`config.mk`:
```
export PLATFORM = sky130hd
export DESIGN_NAME = video_pattern_gen
export DESIGN_NICKNAME = d
export VERILOG_FILES = /design/src/rtl/video_pattern_pkg.sv /design/src/rtl/video_pattern_timing.sv /design/src/rtl/video_pattern_gen.sv
export SDC_FILE = /design/constraint.sdc
export NUM_CORES = 1
export LEC_CHECK = 0
export CAP_MARGIN = 30
export CORE_UTILIZATION = 52
export DETAILED_ROUTE_END_ITERATION = 16
export HOLD_SLACK_MARGIN = 0.02
export PLACE_DENSITY_LB_ADDON = 0.15
export SYNTH_ARGS = -nofsm -noshare
export SYNTH_HDL_FRONTEND = slang
export SYNTH_HIERARCHICAL = 1
export SYNTH_SLANG_ARGS = --single-unit
```
`constraint.sdc`:
```
create_clock -name clk_i -period 5 [get_ports clk_i]
set_input_delay 1.25 -clock clk_i [delete_from_list [all_inputs] [get_ports clk_i]]
set_output_delay 1.25 -clock clk_i [all_outputs]
set_load 0.01 [all_outputs]
```
`src/rtl/video_pattern_pkg.sv`:
```
// Shared types and the per-pixel pattern function for the video pattern generator.
// Imported by the timing sub-module and the top level.
package video_pattern_pkg;

    typedef enum logic [1:0] {
        ST_IDLE   = 2'd0,
        ST_ACTIVE = 2'd1,
        ST_HBLANK = 2'd2,
        ST_VBLANK = 2'd3
    } state_t;

    typedef enum logic [1:0] {
        PAT_HRAMP   = 2'd0,
        PAT_VRAMP   = 2'd1,
        PAT_CHECKER = 2'd2,
        PAT_CONST   = 2'd3
    } pattern_t;

    localparam int CHECKER_BIT = 4;

    // Returns a full 32-bit value; callers truncate to their pixel width, which
    // yields the mod 2^PX_WIDTH ramps and an all-ones checker square for free.
    function automatic logic [31:0] pixel_value(
        input logic [31:0] x,
        input logic [31:0] y,
        input pattern_t    pat,
        input logic [31:0] cval
    );
        logic [31:0] v;
        v = '0;
        case (pat)
            PAT_HRAMP:   v = x;
            PAT_VRAMP:   v = y;
            PAT_CHECKER: v = (x[CHECKER_BIT] ^ y[CHECKER_BIT]) ? '1 : '0;
            default:     v = cval;
        endcase
        return v;
    endfunction

endpackage

```
`src/rtl/video_pattern_timing.sv`:
```
// Frame timing engine: IDLE/ACTIVE/HBLANK/VBLANK state machine with word, line and
// blanking counters. Latches the frame configuration on every frame start.
module video_pattern_timing
    import video_pattern_pkg::*;
#(
    parameter  int PX_WIDTH        = 12,
    parameter  int PX_PER_CLK      = 4,
    parameter  int MAX_LINE_SIZE   = 4112,
    parameter  int MAX_FRAME_LINES = 4096,
    parameter  int BLANK_W         = 16,
    localparam int LS_W            = $clog2(MAX_LINE_SIZE + 1),
    localparam int FL_W            = $clog2(MAX_FRAME_LINES + 1),
    localparam int LN_W            = $clog2(PX_PER_CLK + 1)
) (
    input  logic                i_clk,
    input  logic                i_rstN,
    input  logic                i_en,
    input  logic [LS_W-1:0]     i_lineSize,
    input  logic [FL_W-1:0]     i_frameLines,
    input  logic [BLANK_W-1:0]  i_hblank,
    input  logic [BLANK_W-1:0]  i_vblank,
    input  logic [1:0]          i_pattern,
    input  logic [PX_WIDTH-1:0] i_const,
    output logic                o_active,
    output logic [LS_W-1:0]     o_wordIdx,
    output logic [FL_W-1:0]     o_lineIdx,
    output logic                o_lineFirst,
    output logic                o_lineLast,
    output logic                o_frameFirst,
    output logic                o_frameLast,
    output logic [LN_W-1:0]     o_lastLanes,
    output pattern_t            o_pattern,
    output logic [PX_WIDTH-1:0] o_const,
    output logic                o_busy
);

    state_t               r_state;
    logic [LS_W-1:0]      r_wordIdx;
    logic [FL_W-1:0]      r_lineIdx;
    logic [BLANK_W-1:0]   r_blankCnt;
    logic [LS_W-1:0]      r_wordsPerLine;
    logic [FL_W-1:0]      r_frameLines;
    logic [BLANK_W-1:0]   r_hblank;
    logic [BLANK_W-1:0]   r_vblank;
    logic [LN_W-1:0]      r_lastLanes;
    pattern_t             r_pattern;
    logic [PX_WIDTH-1:0]  r_const;

    state_t               w_stateNext;
    logic [LS_W-1:0]      w_wordIdxNext;
    logic [FL_W-1:0]      w_lineIdxNext;
    logic [BLANK_W-1:0]   w_blankCntNext;
    logic                 w_load;
    logic                 w_startOk;
    logic                 w_lineLast;
    logic                 w_frameLast;
    logic [LS_W-1:0]      w_lineSizeClamp;
    logic [FL_W-1:0]      w_frameLinesClamp;
    logic [LS_W-1:0]      w_wordsPerLine;
    logic [31:0]          w_rem;
    logic [LN_W-1:0]      w_lastLanes;

    assign w_lineSizeClamp   = (i_lineSize > LS_W'(MAX_LINE_SIZE)) ? LS_W'(MAX_LINE_SIZE) : i_lineSize;
    assign w_frameLinesClamp = (i_frameLines > FL_W'(MAX_FRAME_LINES)) ? FL_W'(MAX_FRAME_LINES) : i_frameLines;
    assign w_wordsPerLine    = LS_W'((32'(w_lineSizeClamp) + 32'(PX_PER_CLK) - 32'd1) / 32'(PX_PER_CLK));
    assign w_rem             = 32'(w_lineSizeClamp) % 32'(PX_PER_CLK);
    assign w_lastLanes       = (w_rem == 32'd0) ? LN_W'(PX_PER_CLK) : LN_W'(w_rem);

    // Zero geometry never starts a frame, whether from IDLE or at the end of VBLANK.
    assign w_startOk   = i_en && (i_lineSize != '0) && (i_frameLines != '0);
    assign w_lineLast  = (r_wordIdx == r_wordsPerLine - LS_W'(1));
    assign w_frameLast = (r_lineIdx == r_frameLines - FL_W'(1));

    always_comb begin
        w_stateNext    = r_state;
        w_wordIdxNext  = r_wordIdx;
        w_lineIdxNext  = r_lineIdx;
        w_blankCntNext = r_blankCnt;
        w_load         = 1'b0;
        unique case (r_state)
            ST_IDLE: begin
                if (w_startOk) begin
                    w_load        = 1'b1;
                    w_stateNext   = ST_ACTIVE;
                    w_wordIdxNext = '0;
                    w_lineIdxNext = '0;
                end
            end
            ST_ACTIVE: begin
                if (!w_lineLast) begin
                    w_wordIdxNext = r_wordIdx + LS_W'(1);
                end else begin
                    w_wordIdxNext = '0;
                    if (!w_frameLast) begin
                        w_lineIdxNext = r_lineIdx + FL_W'(1);
                        if (r_hblank != '0) begin
                            w_stateNext    = ST_HBLANK;
                            w_blankCntNext = r_hblank - BLANK_W'(1);
                        end
                    end else if (r_vblank != '0) begin
                        w_stateNext    = ST_VBLANK;
                        w_blankCntNext = r_vblank - BLANK_W'(1);
                    end else begin
                        w_lineIdxNext = '0;
                        w_load        = w_startOk;
                        w_stateNext   = w_startOk ? ST_ACTIVE : ST_IDLE;
                    end
                end
            end
            ST_HBLANK: begin
                if (r_blankCnt == '0) begin
                    w_stateNext = ST_ACTIVE;
                end else begin
                    w_blankCntNext = r_blankCnt - BLANK_W'(1);
                end
            end
            ST_VBLANK: begin
                if (r_blankCnt == '0) begin
                    w_lineIdxNext = '0;
                    w_load        = w_startOk;
                    w_stateNext   = w_startOk ? ST_ACTIVE : ST_IDLE;
                end else begin
                    w_blankCntNext = r_blankCnt - BLANK_W'(1);
                end
            end
            default: begin
                w_stateNext = ST_IDLE;
            end
        endcase
    end

    always_ff @(posedge i_clk) begin
        if (!i_rstN) begin
            r_state        <= ST_IDLE;
            r_wordIdx      <= '0;
            r_lineIdx      <= '0;
            r_blankCnt     <= '0;
            r_wordsPerLine <= '0;
            r_frameLines   <= '0;
            r_hblank       <= '0;
            r_vblank       <= '0;
            r_lastLanes    <= '0;
            r_pattern      <= PAT_HRAMP;
            r_const        <= '0;
        end else begin
            r_state    <= w_stateNext;
            r_wordIdx  <= w_wordIdxNext;
            r_lineIdx  <= w_lineIdxNext;
            r_blankCnt <= w_blankCntNext;
            if (w_load) begin
                r_wordsPerLine <= w_wordsPerLine;
                r_frameLines   <= w_frameLinesClamp;
                r_hblank       <= i_hblank;
                r_vblank       <= i_vblank;
                r_lastLanes    <= w_lastLanes;
                r_pattern      <= pattern_t'(i_pattern);
                r_const        <= i_const;
            end
        end
    end

    assign o_active     = (r_state == ST_ACTIVE);
    assign o_wordIdx    = r_wordIdx;
    assign o_lineIdx    = r_lineIdx;
    assign o_lineFirst  = (r_wordIdx == '0);
    assign o_lineLast   = w_lineLast;
    assign o_frameFirst = (r_wordIdx == '0) && (r_lineIdx == '0);
    assign o_frameLast  = w_frameLast;
    assign o_lastLanes  = r_lastLanes;
    assign o_pattern    = r_pattern;
    assign o_const      = r_const;
    assign o_busy       = (r_state != ST_IDLE);

endmodule

```
`src/rtl/video_pattern_gen.sv`:
```
// Multi-pixel-per-clock test pattern source. Turns the timing engine's word/line
// position into packed lane data with a valid mask and registered stream markers.
module video_pattern_gen
    import video_pattern_pkg::*;
#(
    parameter  int PX_WIDTH        = 12,
    parameter  int PX_PER_CLK      = 4,
    parameter  int MAX_LINE_SIZE   = 4112,
    parameter  int MAX_FRAME_LINES = 4096,
    parameter  int BLANK_W         = 16,
    localparam int LS_W            = $clog2(MAX_LINE_SIZE + 1),
    localparam int FL_W            = $clog2(MAX_FRAME_LINES + 1),
    localparam int LN_W            = $clog2(PX_PER_CLK + 1)
) (
    input  logic                           clk_i,
    input  logic                           rst_i,
    input  logic                           en_i,
    input  logic [LS_W-1:0]                line_size_i,
    input  logic [FL_W-1:0]                frame_lines_i,
    input  logic [BLANK_W-1:0]             hblank_i,
    input  logic [BLANK_W-1:0]             vblank_i,
    input  logic [1:0]                     pattern_i,
    input  logic [PX_WIDTH-1:0]            const_i,
    output logic [PX_PER_CLK*PX_WIDTH-1:0] px_data_o,
    output logic [PX_PER_CLK-1:0]          px_data_val_o,
    output logic                           line_start_o,
    output logic                           line_end_o,
    output logic                           frame_start_o,
    output logic                           frame_end_o,
    output logic                           busy_o
);

    logic                           w_active;
    logic [LS_W-1:0]                w_wordIdx;
    logic [FL_W-1:0]                w_lineIdx;
    logic                           w_lineFirst;
    logic                           w_lineLast;
    logic                           w_frameFirst;
    logic                           w_frameLast;
    logic [LN_W-1:0]                w_lastLanes;
    pattern_t                       w_pattern;
    logic [PX_WIDTH-1:0]            w_const;
    logic                           w_busy;
    logic [LN_W-1:0]                w_validLanes;
    logic [PX_PER_CLK*PX_WIDTH-1:0] w_pxData;
    logic [PX_PER_CLK-1:0]          w_pxVal;

    logic [PX_PER_CLK*PX_WIDTH-1:0] r_pxData;
    logic [PX_PER_CLK-1:0]          r_pxVal;
    logic                           r_lineStart;
    logic                           r_lineEnd;
    logic                           r_frameStart;
    logic                           r_frameEnd;

    video_pattern_timing #(
        .PX_WIDTH        (PX_WIDTH),
        .PX_PER_CLK      (PX_PER_CLK),
        .MAX_LINE_SIZE   (MAX_LINE_SIZE),
        .MAX_FRAME_LINES (MAX_FRAME_LINES),
        .BLANK_W         (BLANK_W)
    ) u_timing (
        .i_clk        (clk_i),
        .i_rstN       (rst_i),
        .i_en         (en_i),
        .i_lineSize   (line_size_i),
        .i_frameLines (frame_lines_i),
        .i_hblank     (hblank_i),
        .i_vblank     (vblank_i),
        .i_pattern    (pattern_i),
        .i_const      (const_i),
        .o_active     (w_active),
        .o_wordIdx    (w_wordIdx),
        .o_lineIdx    (w_lineIdx),
        .o_lineFirst  (w_lineFirst),
        .o_lineLast   (w_lineLast),
        .o_frameFirst (w_frameFirst),
        .o_frameLast  (w_frameLast),
        .o_lastLanes  (w_lastLanes),
        .o_pattern    (w_pattern),
        .o_const      (w_const),
        .o_busy       (w_busy)
    );

    // Only the last word of a line can be partial; its lane count was fixed at frame start.
    assign w_validLanes = w_lineLast ? w_lastLanes : LN_W'(PX_PER_CLK);

    always_comb begin
        w_pxData = '0;
        w_pxVal  = '0;
        for (int l = 0; l < PX_PER_CLK; l++) begin
            if (w_active && (LN_W'(l) < w_validLanes)) begin
                w_pxVal[l] = 1'b1;
                w_pxData[l*PX_WIDTH +: PX_WIDTH] = PX_WIDTH'(pixel_value(
                    32'(w_wordIdx) * 32'(PX_PER_CLK) + 32'(l),
                    32'(w_lineIdx),
                    w_pattern,
                    32'(w_const)));
            end
        end
    end

    always_ff @(posedge clk_i) begin
        if (!rst_i) begin
            r_pxData     <= '0;
            r_pxVal      <= '0;
            r_lineStart  <= 1'b0;
            r_lineEnd    <= 1'b0;
            r_frameStart <= 1'b0;
            r_frameEnd   <= 1'b0;
        end else begin
            r_pxData     <= w_pxData;
            r_pxVal      <= w_pxVal;
            r_lineStart  <= w_active && w_lineFirst;
            r_lineEnd    <= w_active && w_lineLast;
            r_frameStart <= w_active && w_frameFirst;
            r_frameEnd   <= w_active && w_lineLast && w_frameLast;
        end
    end

    assign px_data_o     = r_pxData;
    assign px_data_val_o = r_pxVal;
    assign line_start_o  = r_lineStart;
    assign line_end_o    = r_lineEnd;
    assign frame_start_o = r_frameStart;
    assign frame_end_o   = r_frameEnd;
    assign busy_o        = w_busy;

endmodule

```
==> results.yml, run 1 <==
outcome:
  status: "finished clean"
route:
  wl_per_cell_microns: 17.5
  vias: 8052
  vias_per_cell: 5.92
  ant_nets: 0
  dr.pass1.iters: 6
  drt-initial-drc-count: 584
  routed_wl_mm: 23.9
  route.detailed.drc: 0
logic_synthesis:
  syn_inst: 1023
  synth_cell_types: 88
  avgSynthCellArea_sq_um: 8.74
  ys_ff_latch: 174
  synth_ff_type: "dfxtp_1"
  async_flop_share: 0
  syn_nets: 1105
  synth-edff-count: 0
  synth-seq-area-share: 0.390
  yosysWarningCount: 6
  syn_area_sq_um: 8940
worst_setup_path:
  cp-start-kind: "register"
  crit_required_ns: 5.36
  r2r_slack_ns: 0.29
  timing_worst_setup_path_type: "reg2reg"
  reg2reg_to: "u_timing/r_blankCnt[10]"
  reg2reg_depth: 16
  cp-end-kind: "register"
  worstPathMaxFanout: 11
  timing.rr.start: "u_timing/r_frameLines[0]"
  critPathArrivalTime_ns: 5.07
die:
  fp.dieW_microns: 133
  core.rowCount: 47
  dieArea_sq_um: 17700
  core_sq_um: 16700
  ios: 132
  start_util: 0.535
  die_h_microns: 133
grt:
  grt_pass1_wl_mm: 38.7
  overflow: 0
  grt.total_usage: 0.275
  grt_max_degree: 68
  antenna_found_initial: 0
  grt_pass1_vias: 7462
finish:
  area_growth_pct: 23.3
  fin_util: 0.660
  mostFrequentLayoutCells: "dfxtp_1, clkdlybuf4s50_1, nor2_1"
  fin_nets: 1210
  final_common_cell: "dfxtp_1"
  diodes: 0
  layout-drive-gt1-share: 0.0999
sta:
  tightestPinTransition_ns: 0.839
  finalHoldViolCount: 0
  max_freq_mhz: 212
  rsz0062_at_grt: "no"
  fin_worst_skew_ns: 0.0133
  hold_ws_ns: 0.498
  setup_slack_ns: 0.290
  finalCritPeriodShare: 0.942
  min_period_ns: 4.71
  finalSetupViolCount: 0
  fin_tns_setup_ns: 0
  slew_headroom: 0.440
  slew_violations: 0
power:
  leakage_nw: 4.09
  irDropWorstVdd_v: 0.000315
  p_per_area_nw_per_um2: 310
  total_power_mw: 3.41
placement:
  post-place-ws_ns: 0.489
  globalplace.congestion: 0.935
  hpwlAfterDp_mm: 17.2
  portBuffers: 131
clock_tree:
  cts_tree: "done"
  clk_path_buf_depth: 2
  htreeDepth: 4
  cts_made_buffers: 17
  root_buffer: "clkbuf_16"
  cts_hold_buf: 0
  ctsResizeCount: 0
  clkTransAtPathRegs_ns: 0.08
  clock_latency_ns: 0.44
  post-cts-setup-buffers: 0
  clock_sink_count: 174
min_path:
  hold_depth: 2
  hold_end: "u_timing/r_wordsPerLine[11]"
  hp-start: "u_timing/r_wordsPerLine[11]"
  min-delay-path-class: "reg2reg"
job:
  cap_violations: 0
[power breakdown]
group          switching [mW]  total [mW]  internal (mW)
registers              0.0563        1.49           1.43
logic                   0.270       0.513          0.243
clock network           0.707        1.41          0.707
total                    1.03        3.41           2.38
[layout make-up]
type	count	area, sq um
Clock buffer	17	425
Clock inverter	15	213
Fill cell	1421	5680
Inverter	30	113
Multi-Input combinational cell	754	5030
Sequential cell	174	3480
Tap cell	220	275
Timing Repair Buffer	151	1490
[cell usage after synthesis, drive strengths merged, types with 9 or more instances]
master	instances	area, sq um
dfxtp	174	3480
nor3	21	110
nand3b	12	90.1
nor2b	14	118
o21ai	57	289
nor4	30	215
buf	27	184
xnor2	30	263
and3	19	119
and2	10	62.6
nand3	33	165
inv	29	109
or3	14	87.6
nand4	18	143
clkbuf	38	143
a211oi	11	82.6
mux2	14	158
mux2i	51	510
a22oi	13	108
or4	9	78.8
nand2	45	171
nand4b	9	78.8
nor2	119	457
a21oi	93	477
xor2	26	228
[through the flow]
stage	instance area, sq um	cells
6_report	11000	1361
5_1_grt	11000	1361
4_1_cts	11000	1361
3_5_place_dp	10400	1329
3_3_place_gp	10400	1329
2_1_floorplan	8940	1023
[cell families after synthesis]
kind of cell / after synthesis / synth area share
flops: 174 / 0.390
fa+ha+maj: 7 / 0.00980
mux: 66 / 0.0773
buf+inv: 95 / 0.0491
xor+xnor: 56 / 0.0549
simple gates: 384 / 0.240
compound gates: 241 / 0.180
[worst max-delay path, stage by stage, from the launching register on]
cell      delay, ns
dfxtp_1        0.37
inv_1          0.08
ha_1           0.27
or3b_1         0.51
or4_4          0.56
nor4b_2        0.20
or3_1          0.42
nand4_4        0.26
nand2_1        0.09
a21oi_1        0.18
a21oi_1        0.09
ha_1           0.28
and3b_1        0.21
o311ai_2       0.50
nor3_1         0.18
xor2_1         0.21
a211oi_1       0.23
[worst max path at each step]
stage | startpoint | end | slack, ns
after global placement | u_timing/r_frameLines[0] | u_timing/r_blankCnt[10] | 0.61
after global routing | u_timing/r_frameLines[0] | u_timing/r_blankCnt[14] | 0.05
after detailed placement | u_timing/r_frameLines[0] | u_timing/r_blankCnt[10] | 0.49
after floorplan | u_timing/r_frameLines[4] | u_timing/r_blankCnt[10] | 0.87
after CTS | u_timing/r_frameLines[0] | u_timing/r_blankCnt[10] | 0.37
final | u_timing/r_frameLines[0] | u_timing/r_blankCnt[10] | 0.29
[state kept, by name (all words and copies together), names as in the netlist]
| name | flops |
|---|---|
| frame_end_o | 1 |
| frame_start_o | 1 |
| line_end_o | 1 |
| line_start_o | 1 |
| px_data_o | 48 |
| px_data_val_o | 4 |
| u_timing/o_const | 12 |
| u_timing/o_lastLanes | 3 |
| u_timing/o_lineIdx | 13 |
| u_timing/o_pattern | 2 |
| u_timing/o_wordIdx | 13 |
| u_timing/r_blankCnt | 16 |
| u_timing/r_frameLines | 13 |
| u_timing/r_hblank | 16 |
| u_timing/r_state | 2 |
| u_timing/r_vblank | 16 |
| u_timing/r_wordsPerLine | 12 |
[metal layers]
| metal | routed length [microns] | up-vias | GRT usage |
|---|---|---|---|
| met3 | 1420 | 34 | 0.0548 |
| met4 | 425 | 0 | 0.0821 |
| met1 | 11100 | 3803 | 0.370 |
| met2 | 11000 | 280 | 0.446 |
| met5 | 0 | - | 0 |
| li1 | - | 3935 | - |
Power figures use the tool's default switching activity.
==> run 2: changes to the inputs <==
--- a/config.mk
+++ b/config.mk
@@ -9,7 +9,7 @@
 export CORE_UTILIZATION = 52
 export DETAILED_ROUTE_END_ITERATION = 16
 export HOLD_SLACK_MARGIN = 0.02
-export PLACE_DENSITY_LB_ADDON = 0.15
+export PLACE_DENSITY = 0.8
 export SYNTH_ARGS = -nofsm -noshare
 export SYNTH_HDL_FRONTEND = slang
 export SYNTH_HIERARCHICAL = 1
==> results.yml, run 2 (synthesis results as in run 1) <==
outcome:
  status: "finished clean"
min_path:
  min-delay-path-class: "reg2reg"
  hold_depth: 2
  hold_end: "u_timing/o_const[10]"
  hp-start: "u_timing/o_const[10]"
worst_setup_path:
  reg2reg_depth: 17
  worstPathMaxFanout: 11
  reg2reg_to: "u_timing/r_blankCnt[14]"
  cp-start-kind: "register"
  critPathArrivalTime_ns: 4.91
  timing_worst_setup_path_type: "reg2reg"
  timing.rr.start: "u_timing/r_frameLines[0]"
  r2r_slack_ns: 0.44
  cp-end-kind: "register"
  cp-startpoint: "u_timing/r_frameLines[0]"
  crit_required_ns: 5.36
route:
  vias: 8046
  route.detailed.drc: 0
  wl_per_cell_microns: 17.0
  drt-initial-drc-count: 639
  vias_per_cell: 5.91
  dr.pass1.iters: 5
  routed_wl_mm: 23.2
  ant_nets: 0
sta:
  slew_violations: 0
  fin_worst_skew_ns: 0.00999
  finalSetupViolCount: 0
  fin_tns_setup_ns: 0
  slew_headroom: 0.437
  min_period_ns: 4.56
  rsz0062_at_grt: "no"
  max_freq_mhz: 220
  tightestPinTransition_ns: 0.844
  finalHoldViolCount: 0
  finalCritPeriodShare: 0.911
grt:
  grt.total_usage: 0.267
  top_usage_layer: "met2"
  use_met2: 0.424
  grt_pass1_wl_mm: 38.0
  use_met3: 0.0422
  grt_max_degree: 65
  antenna_found_initial: 0
  grt_pass1_vias: 7404
  overflow: 0
  grtUsageMet1: 0.366
die:
  ios: 132
  core_sq_um: 16700
  fp.dieW_microns: 133
  die_h_microns: 133
  core.rowCount: 47
  dieArea_sq_um: 17700
  start_util: 0.535
finish:
  diodes: 0
  layout-drive-gt1-share: 0.0990
  area_growth_pct: 23.0
  final_area_sq_um: 11000
  final_common_cell: "dfxtp_1"
  largest_reg_flops: 48
  fin_nets: 1210
  mostFrequentLayoutCells: "dfxtp_1, clkdlybuf4s50_1, nor2_1"
placement:
  portBuffers: 131
  hpwlAfterDp_mm: 16.8
  globalplace.congestion: 0.975
  place_area_sq_um: 10400
power:
  irDropWorstVdd_v: 0.000279
  p_per_area_nw_per_um2: 305
  leakage_nw: 4.08
  total_power_mw: 3.35
clock_tree:
  cts_made_buffers: 17
  htreeDepth: 4
  clock_sink_count: 174
  post-cts-setup-buffers: 0
  root_buffer: "clkbuf_16"
  clk_path_buf_depth: 2
  ctsResizeCount: 0
  cts_hold_buf: 0
  cts_tree: "done"
  clkTransAtPathRegs_ns: 0.08
  clock_latency_ns: 0.43
job:
  cap_violations: 0
## run 2: cell types whose count changed in the layout (fill, tap and decap cells not counted), sizes merged
cell	previous run	this run
clkinv	3	8
inv	42	37
## run 2: final cells by class
type                            count  area (sq um)
Clock buffer                       17           425
Sequential cell                   174          3480
Clock inverter                     15           204
Multi-Input combinational cell    754          5020
Fill cell                        1407          5710
Inverter                           30           113
Timing Repair Buffer              151          1470
Tap cell                          220           275
## run 2: critical path, stage by stage, from the launching register on
cell and delay, ns:
dfxtp_1 0.36, inv_1 0.07, ha_1 0.27, or3b_1 0.52, o211a_1 0.29, nor4b_1 0.49, or3_1 0.28, nand4_4 0.25
nand2_1 0.16, a21oi_1 0.08, a21oi_1 0.21, ha_1 0.26, nand2_1 0.07, nor2_1 0.15, o311ai_2 0.18, nor4_2 0.39
mux2_1 0.38, o211ai_2 0.06
## run 2: routing by layer
metal  share of wire  wire length [microns]
met5               0                      0
met3           0.060                   1390
met4           0.022                    520
met2            0.46                  10700
met1            0.46                  10600
## run 2: metrics by stage
step | std cells | utilization | worst slack, ns | hold WS [ns]
2_1_floorplan | 1023 | - | 0.870 | 0.448
6_report | 1361 | 0.658 | 0.445 | 0.498
3_3_place_gp | 1329 | 0.621 | 0.692 | 0.468
5_1_grt | 1361 | 0.658 | 0.215 | 0.534
3_5_place_dp | 1329 | 0.621 | 0.586 | 0.482
4_1_cts | 1361 | 0.658 | 0.532 | 0.498
## run 2: worst max path at each step
stage,to,slack [ns]
2_1_floorplan,u_timing/r_blankCnt[10],0.87
3_3_place_gp,u_timing/r_blankCnt[10],0.69
3_5_place_dp,u_timing/r_blankCnt[14],0.59
4_1_cts,u_timing/r_blankCnt[14],0.53
5_1_grt,u_timing/r_blankCnt[14],0.22
6_report,u_timing/r_blankCnt[14],0.44
## run 2: power breakdown
part / total, mW / switching [mW] / internal, mW
Sequential: 1.48 / 0.0544 / 1.43
Clock: 1.36 / 0.669 / 0.692
Combinational: 0.507 / 0.268 / 0.239
Total: 3.35 / 0.991 / 2.36
==> run 3: changes to the inputs <==
--- a/config.mk
+++ b/config.mk
@@ -7,7 +7,9 @@
 export LEC_CHECK = 0
 export CAP_MARGIN = 30
 export CORE_UTILIZATION = 52
+export CTS_CLUSTER_SIZE = 30
 export DETAILED_ROUTE_END_ITERATION = 16
+export GPL_ROUTABILITY_DRIVEN = 0
 export HOLD_SLACK_MARGIN = 0.02
 export PLACE_DENSITY = 0.8
 export SYNTH_ARGS = -nofsm -noshare
==> results.yml, run 3 (synthesis results as in run 1) <==
outcome:
  status: "finished clean"
clock_tree:
  cts_hold_buf: 0
  clock_latency_ns: 0.43
  cts_tree: "done"
  clk_path_buf_depth: 2
  post-cts-setup-buffers: 0
  htreeDepth: 4
  root_buffer: "clkbuf_16"
  clkTransAtPathRegs_ns: 0.07
  cts_made_buffers: 17
  ctsResizeCount: 0
  clock_sink_count: 174
worst_setup_path:
  path_cells: "inv_1 -> ha_1 -> or3b_1 -> o211a_1 -> nor4b_1 -> or3_1 -> nand4_4 -> nand2_1 -> a21oi_1 -> a21oi_1 -> ha_1 -> nand2_1 -> nor2_1 -> o311ai_2 -> nor4_2 -> mux2i_1 -> o211ai_2"
  timing_worst_setup_path_type: "reg2reg"
  critPathArrivalTime_ns: 4.94
  crit_slowest_cell: "or3b_1"
  reg2reg_to: "u_timing/r_blankCnt[14]"
  r2r_slack_ns: 0.36
  crit_required_ns: 5.30
  cp_slowest_stage_delay_ns: 0.51
  worstPathMaxFanout: 11
  cp-start-kind: "register"
  reg2reg_depth: 17
  cp-end-kind: "register"
  timing.rr.start: "u_timing/r_frameLines[0]"
sta:
  rsz0062_at_grt: "no"
  max_freq_mhz: 215
  min_period_ns: 4.64
  hold_ws_ns: 0.493
  finalSetupViolCount: 0
  fin_tns_setup_ns: 0
  slew_headroom: 0.454
  fin_worst_skew_ns: 0.0138
  slew_violations: 0
  finalHoldViolCount: 0
  finalCritPeriodShare: 0.928
  tightestPinTransition_ns: 0.818
grt:
  grt_pass1_vias: 7646
  grt.total_usage: 0.272
  grt_pass1_wl_mm: 38.6
  overflow: 0
  antenna_found_initial: 0
  grt_max_degree: 51
route:
  drt-initial-drc-count: 644
  route.detailed.drc: 0
  dr_wl_met3_mm: 1.55
  routed_wl_mm: 23.5
  highest_layer: "met4"
  dr.pass1.iters: 6
  vias: 8159
  vias_per_cell: 5.99
  ant_nets: 0
  wl_per_cell_microns: 17.2
  wl_met1_mm: 10.4
  met2_length_mm: 10.9
die:
  fp.dieW_microns: 133
  dieArea_sq_um: 17700
  die_h_microns: 133
  ios: 132
  start_util: 0.535
  core.rowCount: 47
  core_sq_um: 16700
min_path:
  hold_end: "u_timing/r_blankCnt[2]"
  min-delay-path-class: "reg2reg"
  hold_depth: 2
  hp-start: "u_timing/r_blankCnt[2]"
finish:
  final_area_sq_um: 11000
  area_growth_pct: 22.9
  seq_area_sq_um: 3480
  fin_util: 0.658
  layout-drive-gt1-share: 0.0990
  fin_nets: 1210
  final_common_cell: "dfxtp_1"
  fillerInstances: 1396
  multi_input_area_sq_um: 5020
  layout.cells.non_filler: 1361
  largest_reg_flops: 48
  mostFrequentLayoutCells: "dfxtp_1, clkdlybuf4s50_1, nor2_1"
  diodes: 0
power:
  irDropWorstVdd_v: 0.000271
  p_per_area_nw_per_um2: 306
  leakage_nw: 4.07
placement:
  hpwlAfterDp_mm: 16.8
  place_area_sq_um: 10400
  portBuffers: 131
  place_inst: 1329
job:
  cap_violations: 0
run 3: changes by cell type in the layout (fill, tap and decap cells not counted):
cell        previous run  this run
inv_12                 2         0
inv_8                  5         3
inv_6                  0         5
bufinv_16              0         1
clkinvlp_4             0         1
clkinv_8               6         5
clkinv_4               2         0
run 3: critical path: cells and delay by family, from the launching register on:
family / cells / cell delay (ns)
compound gates: 5 / 0.90
fa+ha+maj: 2 / 0.56
simple gates: 8 / 2.29
mux: 1 / 0.29
flops: 1 / 0.37
buf+inv: 1 / 0.08
run 3: layer usage:
metal | vias up | track usage
li1 | 3947 | -
met1 | 3798 | 0.359
met2 | 356 | 0.437
met3 | 58 | 0.0487
met4 | 0 | 0.115
met5 | - | 0
run 3: cell type report:
cell class              count  share of cell area
repair buffers            151               0.134
well taps                 220              0.0251
inverters                  30              0.0102
flip-flops and latches    174               0.317
multi-input cells         754               0.457
clock inverters            15              0.0179
clock buffers              17              0.0387
run 3: worst max-delay path by stage:
stage | start | end | slack [ns]
after global routing | u_timing/r_frameLines[0] | u_timing/r_blankCnt[14] | 0.03
after detailed placement | u_timing/r_frameLines[0] | u_timing/r_blankCnt[10] | 0.53
after global placement | u_timing/r_frameLines[0] | u_timing/r_blankCnt[10] | 0.71
final | u_timing/r_frameLines[0] | u_timing/r_blankCnt[14] | 0.36
after floorplan | u_timing/r_frameLines[4] | u_timing/r_blankCnt[10] | 0.87
after CTS | u_timing/r_frameLines[0] | u_timing/r_blankCnt[14] | 0.49
run 3: through the flow:
stage	setup WS, ns	total power [mW]
2_1_floorplan	0.870	1.85
3_3_place_gp	0.714	2.00
3_5_place_dp	0.529	2.01
4_1_cts	0.490	3.37
5_1_grt	0.0279	3.49
6_report	0.359	3.36
run 3: where the power goes:
part           internal [mW]  switching [mW]
Clock                  0.725           0.641
Combinational          0.239           0.269
Sequential              1.43          0.0544
